===== src/rtl/udc_seg_reader.sv =====
// Reads back the UDC seven-segment display, recovers the 4-bit count and checks
// every new value for glyph legality, a +/-1 modulo-16 step and commanded direction.
module udc_seg_reader #(
  parameter int STABLE_CYCLES = 4,
  parameter int CNT_W         = 8
) (
  input  logic             clk,
  input  logic             reset,
  input  logic [6:0]       seg,
  input  logic             dp,
  input  logic             view,
  input  logic             up,
  output logic [3:0]       digit,
  output logic             digit_dp,
  output logic             digit_valid,
  output logic             dir,
  output logic             accept,
  output logic             illegal,
  output logic             step_err,
  output logic             dir_err,
  output logic [CNT_W-1:0] chg_cnt,
  output logic [CNT_W-1:0] err_cnt
);

  localparam int SCNT_W = (STABLE_CYCLES > 2) ? $clog2(STABLE_CYCLES) : 1;
  localparam logic [SCNT_W-1:0] SCNT_MAX = SCNT_W'(STABLE_CYCLES - 1);
  localparam logic [SCNT_W-1:0] SCNT_ARM = SCNT_W'(STABLE_CYCLES - 2);
  localparam logic [6:0]        BLANK    = 7'h7F;

  typedef enum logic {
    ST_WAIT,
    ST_TRACK
  } state_t;

  typedef struct packed {
    logic       legal;
    logic [3:0] val;
  } glyph_t;

  // Active-low abcdefg glyph table; anything not listed is not a hex digit.
  function automatic glyph_t decode(input logic [6:0] pat);
    glyph_t g;
    g.legal = 1'b1;
    case (pat)
      7'b0000001: g.val = 4'h0;
      7'b1001111: g.val = 4'h1;
      7'b0010010: g.val = 4'h2;
      7'b0000110: g.val = 4'h3;
      7'b1001100: g.val = 4'h4;
      7'b0100100: g.val = 4'h5;
      7'b0100000: g.val = 4'h6;
      7'b0001111: g.val = 4'h7;
      7'b0000000: g.val = 4'h8;
      7'b0000100: g.val = 4'h9;
      7'b0001000: g.val = 4'hA;
      7'b1100000: g.val = 4'hB;
      7'b0110001: g.val = 4'hC;
      7'b1000010: g.val = 4'hD;
      7'b0110000: g.val = 4'hE;
      7'b0111000: g.val = 4'hF;
      default: begin
        g.legal = 1'b0;
        g.val   = 4'h0;
      end
    endcase
    return g;
  endfunction

  logic [6:0]        cand;
  logic [6:0]        acc_pat;
  logic [SCNT_W-1:0] scnt;
  logic              same;
  logic              event_fire;
  glyph_t            cand_g;

  state_t state, state_nxt;

  logic [3:0] digit_nxt;
  logic       digit_dp_nxt;
  logic       digit_valid_nxt;
  logic       dir_nxt;
  logic       accept_nxt;
  logic       illegal_nxt;
  logic       step_err_nxt;
  logic       dir_err_nxt;
  logic       any_err_nxt;

  // An event fires exactly once per steady run, on the edge the run reaches
  // STABLE_CYCLES samples, and only for a non-blank pattern not already accepted.
  always_comb begin
    same       = (seg == cand);
    cand_g     = decode(cand);
    event_fire = view && same && (scnt == SCNT_ARM) &&
                 (cand != acc_pat) && (cand != BLANK);
  end

  // NOTE: sequential state uses non-blocking assignments so every register
  // samples the pre-edge values of the others, independent of statement order.
  always_ff @(posedge clk) begin
    if (reset) begin
      cand    <= BLANK;
      scnt    <= '0;
      acc_pat <= BLANK;
    end else if (!view) begin
      cand <= BLANK;
      scnt <= '0;
    end else if (!same) begin
      cand <= seg;
      scnt <= '0;
    end else begin
      if (scnt != SCNT_MAX) scnt <= scnt + 1'b1;
      if (event_fire)       acc_pat <= cand;
    end
  end

  always_ff @(posedge clk) begin
    if (reset) state <= ST_WAIT;
    else       state <= state_nxt;
  end

  // NOTE: every signal driven here gets a default first, so no path can
  // leave one unassigned and infer a latch.
  always_comb begin
    state_nxt = state;
    if (event_fire && cand_g.legal) state_nxt = ST_TRACK;
  end

  always_comb begin
    digit_nxt       = digit;
    digit_dp_nxt    = digit_dp;
    digit_valid_nxt = digit_valid;
    dir_nxt         = dir;
    accept_nxt      = 1'b0;
    illegal_nxt     = 1'b0;
    step_err_nxt    = 1'b0;
    dir_err_nxt     = 1'b0;
    if (event_fire) begin
      if (!cand_g.legal) begin
        illegal_nxt = 1'b1;
      end else begin
        accept_nxt      = 1'b1;
        digit_nxt       = cand_g.val;
        digit_dp_nxt    = ~dp;
        digit_valid_nxt = 1'b1;
        if (state == ST_TRACK) begin
          // 4-bit arithmetic wraps, so F->0 is up and 0->F is down.
          if (cand_g.val == digit + 4'd1) begin
            dir_nxt     = 1'b1;
            dir_err_nxt = ~up;
          end else if (cand_g.val == digit - 4'd1) begin
            dir_nxt     = 1'b0;
            dir_err_nxt = up;
          end else begin
            step_err_nxt = 1'b1;
          end
        end
      end
    end
    any_err_nxt = illegal_nxt | step_err_nxt | dir_err_nxt;
  end

  always_ff @(posedge clk) begin
    if (reset) begin
      digit       <= 4'h0;
      digit_dp    <= 1'b0;
      digit_valid <= 1'b0;
      dir         <= 1'b0;
      accept      <= 1'b0;
      illegal     <= 1'b0;
      step_err    <= 1'b0;
      dir_err     <= 1'b0;
      chg_cnt     <= '0;
      err_cnt     <= '0;
    end else begin
      digit       <= digit_nxt;
      digit_dp    <= digit_dp_nxt;
      digit_valid <= digit_valid_nxt;
      dir         <= dir_nxt;
      accept      <= accept_nxt;
      illegal     <= illegal_nxt;
      step_err    <= step_err_nxt;
      dir_err     <= dir_err_nxt;
      if (accept_nxt && (chg_cnt != '1)) chg_cnt <= chg_cnt + 1'b1;
      if (any_err_nxt && (err_cnt != '1)) err_cnt <= err_cnt + 1'b1;
    end
  end

endmodule


===== config.mk =====
export PLATFORM = sky130hd
export DESIGN_NAME = udc_seg_reader
export DESIGN_NICKNAME = d
export VERILOG_FILES = /design/src/rtl/udc_seg_reader.sv
export SDC_FILE = /design/constraint.sdc
export NUM_CORES = 1
export LEC_CHECK = 0
export CAP_MARGIN = 20
export CORE_ASPECT_RATIO = 0.5
export CORE_MARGIN = 4
export CORE_UTILIZATION = 54
export DETAILED_ROUTE_END_ITERATION = 10
export PLACE_DENSITY = 0.78
export SLEW_MARGIN = 20
export SYNTH_ARGS = -nofsm -noshare
export SYNTH_HDL_FRONTEND = slang
export SYNTH_SLANG_ARGS = --single-unit
export TNS_END_PERCENT = 1

===== constraint.sdc =====
create_clock -name clk -period 3.4 [get_ports clk]
set_clock_uncertainty 0.05 [all_clocks]
set_input_delay 0.51 -clock clk [delete_from_list [all_inputs] [get_ports clk]]
set_output_delay 0.51 -clock clk [all_outputs]
set_load 0.1 [all_outputs]

==> reports/metrics.cfg, run 1 <==
[synthesis]
synth_most_common_cell=dfxtp_1
netlist_top_cells_count=43 x dfxtp_1, 20 x nand2_1, 20 x nor2_1
seq_area_frac_synth_pct=34.6
muxShareOfSynthArea_pct=1.86
yosysTopAreaCell=dfxtp_1
yosys_warnings=0
synth_top_family_by_area=simple AND/OR/NAND/NOR gates
synth.avg_cell_area_sq_um=8.49
synth_area_sq_um=2490
synth_xor_area_share_pct=9.85
synthCells=293
synth_edf_count=0
synth-compound-area-share_pct=17.3
yosys.area_share.simple_pct=28.8
synth_cell_types=56
synth_fa_ha_area_share_pct=3.02
ys_top_cells_by_area=dfxtp_1 35%, xor2_1 5.3%, xnor2_1 4.6%
synth_ff_type=dfxtp_1
synth_seq_cells=43
synth_top_area_share_pct=34.6
synthArstFlopShare_pct=0
syn-num-nets=311

[sta]
setup_ws_ns=0.148
setup_violations=0
hold_viol=0
period_minus_slack_ns=3.25
drv_slew=0
fin_crit_sh_pct=95.7
max_freq_mhz=307
slew_headroom_pct=34.6
tightest_slew_ns=0.978

[floorplanning]
die_area_sq_um=5820
die_h_microns=56.0
die_x_microns=104
start_util_pct=56.3
fp-row-count=17
ios=39
core_sq_um=4420

[drt]
route.detailed.drc=0
drt_first_pass_iters=4
via_per_inst=5.87
drtIter0Drc=117
dr_total_vias=2313
drtAntennaViolNets=0
avgRoutedWirePerCell_microns=14.9
wl_microns=5860

[clock_tree]
cts_buffer_depth=2
root_buffer=clkbuf_8
h-tree-depth=2
cts_sinks=43
clk-insertion-delay-late_ns=0.30
cts_made_buffers=5
path_clk_slew_ns=0.08
cts_tree=done

[setup_path]
crit_fanout=11
critPathKind=reg2reg
reg2reg_depth=9
cp_data_required_time_ns=3.59
cp_num_cells=9
cp_num_buf_inv=0
cp_slowest_stage_delay_ns=0.57
slowest_stage=or4b_1
end_kind=flip-flop
critPathArrivalTime_ns=3.44
crit_family=simple AND/OR/NAND/NOR gates
crit_chain=or4b_1, or3_1, o221a_4, mux2_4, a211oi_2, o41ai_1, o32a_2, or4_1, a21oi_1
cp-start-kind=flip-flop

[grt]
grt_max_degree=24
grt_pass1_wl_microns=9740
antenna_found_initial=0
grt_pass1_vias=2128
track_usage_pct=20.0
grt.overflow.total=0

[finish]
drive_gt1_share_pct=12.2
fin_util_pct=70.2
fin_nets=355
area_delta_synth_final_pct=24.8
n_antenna_cell=0
final_cells=394
fillerInstances=387

[power]
p_switching_uw=216
powerDensity_nw_per_um2=289
comb_power_share_pct=7.8
p_int_uw=682
seqPwrFrac_pct=57.1
leakage_uw=0.00104
clockPowerShare_pct=35.1
sw_frac_of_total_pct=24.1
ir_drop_mv=0.150

[run_status]
status=finished, final reports clean

[hold_path]
hp-class=reg2reg
whs_path_depth=2

[place]
port_buffers=38
dp_hpwl_microns=4210
pre_cts_slack_ns=-0.0184
dpl.cell_count=386
gp_congestion=0.846

[run]
max_cap_viol_count=0

==> worst register-to-register path, delay by kind of cell (launching register included) <==
family	cells	cell delay, ns
AO/OA/AOI/OAI	5	1.10
flip-flops	1	0.31
multiplexers	1	0.32
AND/OR/NAND/NOR	3	1.41
==> power by group through the flow <==
stage / registers, uW / logic, uW / clock network, uW
floorplan: 521 / 43.6 / 0
global placement: 524 / 67.4 / 0
detailed placement: 524 / 68.6 / 0
CTS: 512 / 69.4 / 326
global route: 514 / 76.1 / 347
finish: 513 / 70.3 / 315
==> repair_timing <==
item | 4_1_cts | 5_1_grt
hold buffers | 0 | 0
resized for setup | 0 | 9
endpoints found under the hold margin | 0 | 0
endpoints found under the setup margin | 0 | 7
setup buffers | 0 | 1
==> state kept, by name (all words and copies together) (netlist names), 2 cells and up <==
name     count
scnt         2
chg_cnt      8
acc_pat      7
cand         7
digit        4
err_cnt      8
==> cell families (layout without fill, tap and decap cells) <==
logic type      count (synthesis)  count (layout)
compound gates                 59              59
mux                             4               4
xor+xnor                       28              28
simple gates                  127             127
buf+inv                        26              70
fa+ha+maj                       6               6
flops                          43              43
==> stage by stage <==
stage          area (sq um)  power (uW)  hold slack, ns  TNS [ns]
2_1_floorplan          2490         564           0.435         0
3_3_place_gp           2990         591           0.427         0
3_5_place_dp           2990         593           0.436   -0.0347
4_1_cts                3070         908           0.451         0
5_1_grt                3110         936           0.475   -0.0297
6_report               3110         898           0.449         0
==> per-layer routing <==
metal,up-vias,GRT usage (%),wire (microns)
met5,-,0,0
li1,1137,-,-
met2,64,34.2,2850
met1,1104,25.0,2610
met3,8,4.98,337
met4,0,6.44,73
==> path summary, 6_finish.rpt <==
path | slack (ns) | to | from
hold / removal | 0.45 | digit[1] | digit[1]
hold reg to reg | 0.45 | digit[1] | digit[1]
setup reg to reg | 0.15 | err_cnt[5] | cand[4]
setup / recovery | 0.15 | err_cnt[5] | cand[4]
==> area by class of cell <==
class | instances | area, sq um | area share [%]
Multi-Input combinational cell | 224 | 1540 | 49.6
Tap cell | 57 | 71.3 | 2.30
Timing Repair Buffer | 55 | 518 | 16.7
Sequential cell | 43 | 865 | 27.8
Clock inverter | 2 | 13.8 | 0.443
Clock buffer | 5 | 68.8 | 2.22
Inverter | 8 | 30.0 | 0.967
==> placed cells by master (no fill, tap or decap), types with 6 or more instances in the layout <==
master and count:
dfxtp_1 40, clkdlybuf4s50_1 37, nand2_1 20, nor2_1 20, a21oi_1 18, buf_4 17
nor2b_1 14, xor2_1 14, xnor2_1 13, nand2b_1 13, nand3_1 9, inv_1 8
a211o_1 8, nor3_1 7, or3_1 6, o21ai_0 6, ha_1 6
Note: power is estimated with default switching activity, not from simulation.
==> inputs of run 2 (changes only) <==
Settings changed: CTS_CLUSTER_DIAMETER set to 60.
==> results of run 2 <==
No change in the layout: final DEF, timing and power equal those of run 1.
==> RTL edit 1: new RTL, flow settings as in run 2 <==
Make the reset (`reset`) asynchronous in 3 clocked blocks.
--- a/src/rtl/udc_seg_reader.sv
+++ b/src/rtl/udc_seg_reader.sv
@@ -97,5 +97,5 @@
   // NOTE: sequential state uses non-blocking assignments so every register
   // samples the pre-edge values of the others, independent of statement order.
-  always_ff @(posedge clk) begin
+  always_ff @(posedge clk or posedge reset) begin
     if (reset) begin
       cand    <= BLANK;
@@ -114,5 +114,5 @@
   end
 
-  always_ff @(posedge clk) begin
+  always_ff @(posedge clk or posedge reset) begin
     if (reset) state <= ST_WAIT;
     else       state <= state_nxt;
@@ -160,5 +160,5 @@
   end
 
-  always_ff @(posedge clk) begin
+  always_ff @(posedge clk or posedge reset) begin
     if (reset) begin
       digit       <= 4'h0;
Formal check against the unedited RTL: differs if reset is asserted again (counterexample within 10 cycles, from zero or initial values and one cycle with reset high); with reset held inactive, the same outputs for 10 cycles.
==> RTL edit 1 against run 2 <==
- area after synthesis is 1.6% higher
- sequential cell count stayed put
- synthesized cell count is 16% lower
- final cell count is 7.4% lower
- setup slack worse by 0.083 ns
- utilization is 2.1 points higher
- clock power is 8.6% higher
- total power is 7.7% higher
- routed wire length is 5.6% higher
- cell area is 3.9% higher
- largest cell class unchanged
==> RTL edit 1: results (changes against run 2) <==
| Metric | Value |
|---|---|
| Result of the run | `completed` |
| Maximum cell stage delay along the critical path | `0.62 ns (+0.05 ns)` |
| Mux cell area share after synthesis | `5.393% (+3.5 points)` |
| Register-to-Register Setup Slack | `0.06 ns (-0.08 ns)` |
| Synth Area in XOR/XNOR | `12.12% (+2.3 points)` |
| Portion of the post-synthesis area used by sequential elements | `43.25% (+8.7 points)` |
| Critical path origin | `cand[3]` |
| Maximum resistive drop on vdd | `0.0001922 V (+28%)` |
| Violation count after the first detailed-routing iteration | `133 (+14%)` |
| DP HPWL | `4421 um (+5.0%)` |
| Static power due to leakage | `1.432 nW (+37%)` |
| Via density per instance | `5.723 (-2.5%)` |
| Adder-cell area share of the yosys netlist | `2.969% (-0.048 points)` |
| R2R Path End | `err_cnt[1]` |
| Sequential cell area | `1095 sq um (+27%)` |
| Most used flip-flop cell after synthesis | `sky130_fd_sc_hd__dfrtp_1` |
| Number of nets in the layout | `325 (-8.5%)` |
| Vias in the first global route | `2,161 (+1.6%)` |
| Hold-critical path depth | `1 (-1)` |
| Number of nets produced by synthesis | `265 (-15%)` |
| Overall routing resource usage | `22.01% (+2.0 points)` |
| Share of post-route cells with drive strength above 1 | `23.38% (+11 points)` |
| End point of the critical path | `err_cnt[1]` |
| Synth Area in Compound Gates | `10.84% (-6.5 points)` |
| Fill cell total of the finished layout | `342 (-12%)` |
## RTL edit 1: worst min-delay path by stage
stage                          start         end  slack (ns)
after floorplan              scnt[1]     scnt[1]        0.46
after global placement      digit_dp    digit_dp        0.41
after detailed placement  chg_cnt[4]  chg_cnt[4]        0.45
after CTS                 chg_cnt[4]  chg_cnt[4]        0.47
after global routing      chg_cnt[4]  chg_cnt[4]        0.48
final                     chg_cnt[4]  chg_cnt[4]        0.46
## RTL edit 1: critical path: cells and delay by family (launching register included)
kind                   cells  cell delay, ns
AOI/OAI and AO/OA          5            0.98
muxes                      1            0.30
and+or+nand+nor            3            1.12
buffers and inverters      1            0.16
DFF                        1            0.62
## RTL edit 1: cell families (layout without fill, tap and decap cells)
group,after synthesis,in the layout
fa+ha+maj,6,6
xor+xnor,35,35
buf+inv,19,80
mux,12,12
flops,43,43
simple gates,96,96
compound gates,36,36
## RTL edit 1: cell type report
type                       count  area share [%]
multi-input combinational    185           42.17
sequential                    43           33.91
timing repair buffer          63           17.75
tap                           57           2.209
clock buffer                   5           2.132
inverter                       9           1.047
clock inverter                 3          0.7752
## RTL edit 1: repair_timing
action,CTS,global route
pin swaps,0,1
gates resized for setup,1,2
cloned,0,0
setup buffers,0,12
setup endpoints to repair,1,8
## RTL edit 1: per-stage QoR
| step | hold WS [ns] | worst slack [ns] | instances | power [mW] |
|---|---|---|---|---|
| after floorplan | 0.4637 | 0.008975 | 247 | 0.5888 |
| after global placement | 0.4130 | 0.1377 | 345 | 0.6207 |
| after detailed placement | 0.4520 | 0.04496 | 345 | 0.6230 |
| after CTS | 0.4692 | 0.01964 | 353 | 0.9616 |
| after global routing | 0.4846 | -0.01028 | 365 | 1.013 |
| final | 0.4616 | 0.06494 | 365 | 0.9676 |
## RTL edit 1: routing by layer
layer  part of all wire, %  track usage (%)  up-vias
met5                     0                0        -
met4                   1.1            5.981        0
met3                   4.7            4.707        8
met2                    48            36.01       59
met1                    46            29.83     1020
li1                      -                -     1002
## RTL edit 1: where the power goes
part	internal, mW	switching [mW]
Sequential	0.520	0.0112
Combinational	0.0461	0.0484
Clock	0.147	0.195
Total	0.713	0.254
==> RTL edit 2: new RTL, settings of run 2 <==
Made on the original files. Set the parameter `STABLE_CYCLES` to 8 (it was 4).
--- a/src/rtl/udc_seg_reader.sv
+++ b/src/rtl/udc_seg_reader.sv
@@ -2,5 +2,5 @@
 // every new value for glyph legality, a +/-1 modulo-16 step and commanded direction.
 module udc_seg_reader #(
-  parameter int STABLE_CYCLES = 4,
+  parameter int STABLE_CYCLES = 8,
   parameter int CNT_W         = 8
 ) (
Function: changed (Yosys sat finds a counterexample within 10 cycles, from zero or initial values and one cycle with reset high).
==> RTL edit 2 against run 2 <==
- critical path depth did not move
- sequential cell count grew 1
- cell area down 1.4%
- setup slack gained 0.21 ns
- clock power rose by 23%
- routed wire length down 5.6%
- combinational power is 3.6% lower
- area after synthesis increased by 2.5%
- total power up 9.8%
==> RTL edit 2: results (changes against run 2) <==
| Metric | Value |
|---|---|
| Cell with the largest stage delay on the worst path | `sky130_fd_sc_hd__dfxtp_1` |
| Mean instance size in the synthesized netlist | `8.828 sq um (+3.9%)` |
| Maximum resistive drop on vdd | `0.0002145 V (+43%)` |
| Static power due to leakage | `1.153 nW (+11%)` |
| Standard cell area after detailed placement | `2955 sq um (-1.0%)` |
| CP Data Arrival Time | `3.17 ns (-0.27 ns)` |
| Pin count of the biggest net entering global routing | `20 (-17%)` |
| Routed wirelength normalized by instance count | `14.15 um (-4.9%)` |
| Root cell of the clock tree | `sky130_fd_sc_hd__clkbuf_8` |
| Top cell family by delay on the critical path | `compound AO/OA/AOI/OAI gates` |
| Insertion delay of the later-clocked pin in the worst-skew pair | `just under 0.3 ns` |
| Violation count after the first detailed-routing iteration | `95 (-19%)` |
| Post-synth top cells | `44 x sky130_fd_sc_hd__dfxtp_1, 32 x sky130_fd_sc_hd__nor2_1, 17 x sky130_fd_sc_hd__xor2_1, 16 x sky130_fd_sc_hd__a21oi_1, 16 x sky130_fd_sc_hd__xnor2_1` |
| Maximum cell stage delay along the critical path | `0.73 ns (+0.16 ns)` |
| Global routing usage on met3 | `5.052% (+0.069 points)` |
| Share of post-route cells with drive strength above 1 | `10.46% (-1.7 points)` |
| Number of nets in the layout | `343 (-3.4%)` |
| Placer Congestion | `0.9270 (+9.6%)` |
| Count of placed standard cells in the final layout, fillers left out | `391 (-0.76%)` |
| Switching share of total power | `21.84% (-2.2 points)` |
| Portion of the post-synthesis area used by sequential elements | `34.53% (-0.064 points)` |
| Critical path fanouts, max | `17 (+6)` |
| Clock-pin transition on the worst setup and hold timing paths | `0.08 ns (about the same)` |
| Worst rel slew slack | `34.64% (+0.046 points)` |
| Global-route wire length before repair | `9390 um (-3.6%)` |
| N_diodes | `0 (unchanged)` |
| Number of nets produced by synthesis | `308 (-0.96%)` |
| Startpoint of the most critical register-to-register path | `cand[3]` |
| Overall routing resource usage | `19.36% (-0.68 points)` |
| Hold path start | `dir` |
| Vias in the first global route | `1,996 (-6.2%)` |
| Post-placement cell count | `383 (-0.78%)` |
| Fill cell total of the finished layout | `370 (-4.4%)` |
| Global routing usage on met1 | `25.46% (+0.42 points)` |
| Via density per instance | `5.504 (-6.2%)` |
| Met2 track utilization from global routing | `32.25% (-1.9 points)` |
| Number of endpoints failing setup at the final stage | `0 (unchanged)` |
| Result of the run | `completed` |
| DP HPWL | `4212 um (about the same)` |
| Top cells by area, synth | `sky130_fd_sc_hd__dfxtp_1 35%, sky130_fd_sc_hd__xor2_1 5.8%, sky130_fd_sc_hd__xnor2_1 5.5%` |
| Count of unique library cells instantiated by Yosys | `62 (+11%)` |
## RTL edit 2: changes by cell type after synthesis, moves of 4 or more
cell | run 2 | this run
sky130_fd_sc_hd__nand4_1 | 5 | 10
sky130_fd_sc_hd__nor2_1 | 20 | 32
sky130_fd_sc_hd__nor4_1 | 5 | 1
sky130_fd_sc_hd__inv_1 | 8 | 13
sky130_fd_sc_hd__nor2b_1 | 14 | 8
sky130_fd_sc_hd__nand2_1 | 20 | 14
sky130_fd_sc_hd__buf_2 | 8 | 4
sky130_fd_sc_hd__or4_1 | 5 | 0
## RTL edit 2: kinds of logic (layout without fill, tap and decap cells)
kind of cell	Yosys count	after routing	share of synthesized area, %
AO/OA/AOI/OAI	52	52	15.20
adder cells (fa/ha/maj)	7	7	3.433
AND/OR/NAND/NOR	119	119	26.68
XOR/XNOR	35	35	13.05
multiplexers	4	4	1.618
buffers and inverters	28	64	5.493
flip-flops	44	44	34.53
## RTL edit 2: area by class of cell
type / count / area, sq um / share of cell area [%]
clock buffers: 6 / 72.57 / 2.369
clock inverters: 2 / 35.03 / 1.144
inverters: 13 / 48.80 / 1.593
multi-input cells: 217 / 1530 / 49.96
flip-flops and latches: 44 / 880.8 / 28.76
well taps: 66 / 82.58 / 2.696
repair buffers: 43 / 412.9 / 13.48
## RTL edit 2: per-stage QoR
step	power, mW	setup WS (ns)
6_report	0.9861	0.3609
5_1_grt	1.024	0.1544
4_1_cts	0.9979	0.3595
3_5_place_dp	0.6103	0.3258
3_3_place_gp	0.6074	0.4401
2_1_floorplan	0.5864	0.3494
## RTL edit 2: routing by layer
layer  routed length (um)  vias to the layer above
li1                     -                     1086
met1                 2600                     1001
met2                 2570                       60
met3                  328                        5
met4                   34                        0
met5                    0                        -
## RTL edit 2: path summary, 6_finish.rpt
kind / to / slack, ns / depth (start not counted)
setup / recovery: err_cnt[5] / 0.36 / 9
hold / removal: dir / 0.42 / 2
setup reg to reg: err_cnt[5] / 0.36 / 9
hold reg to reg: dir / 0.42 / 2
## RTL edit 2: worst register-to-register path: cells and delay by family, from the launching register on
family           cells  cell delay [ns]
AND/OR/NAND/NOR      4             0.83
AO/OA/AOI/OAI        4             1.00
flip-flops           1             0.73
multiplexers         1             0.32
## RTL edit 2: power by group through the flow
stage	clock network, mW	logic (mW)	registers (mW)
global route	0.418	0.0740	0.532
finish	0.388	0.0678	0.531
global placement	0	0.0652	0.542
detailed placement	0	0.0677	0.543
floorplan	0	0.0539	0.533
CTS	0.400	0.0680	0.530
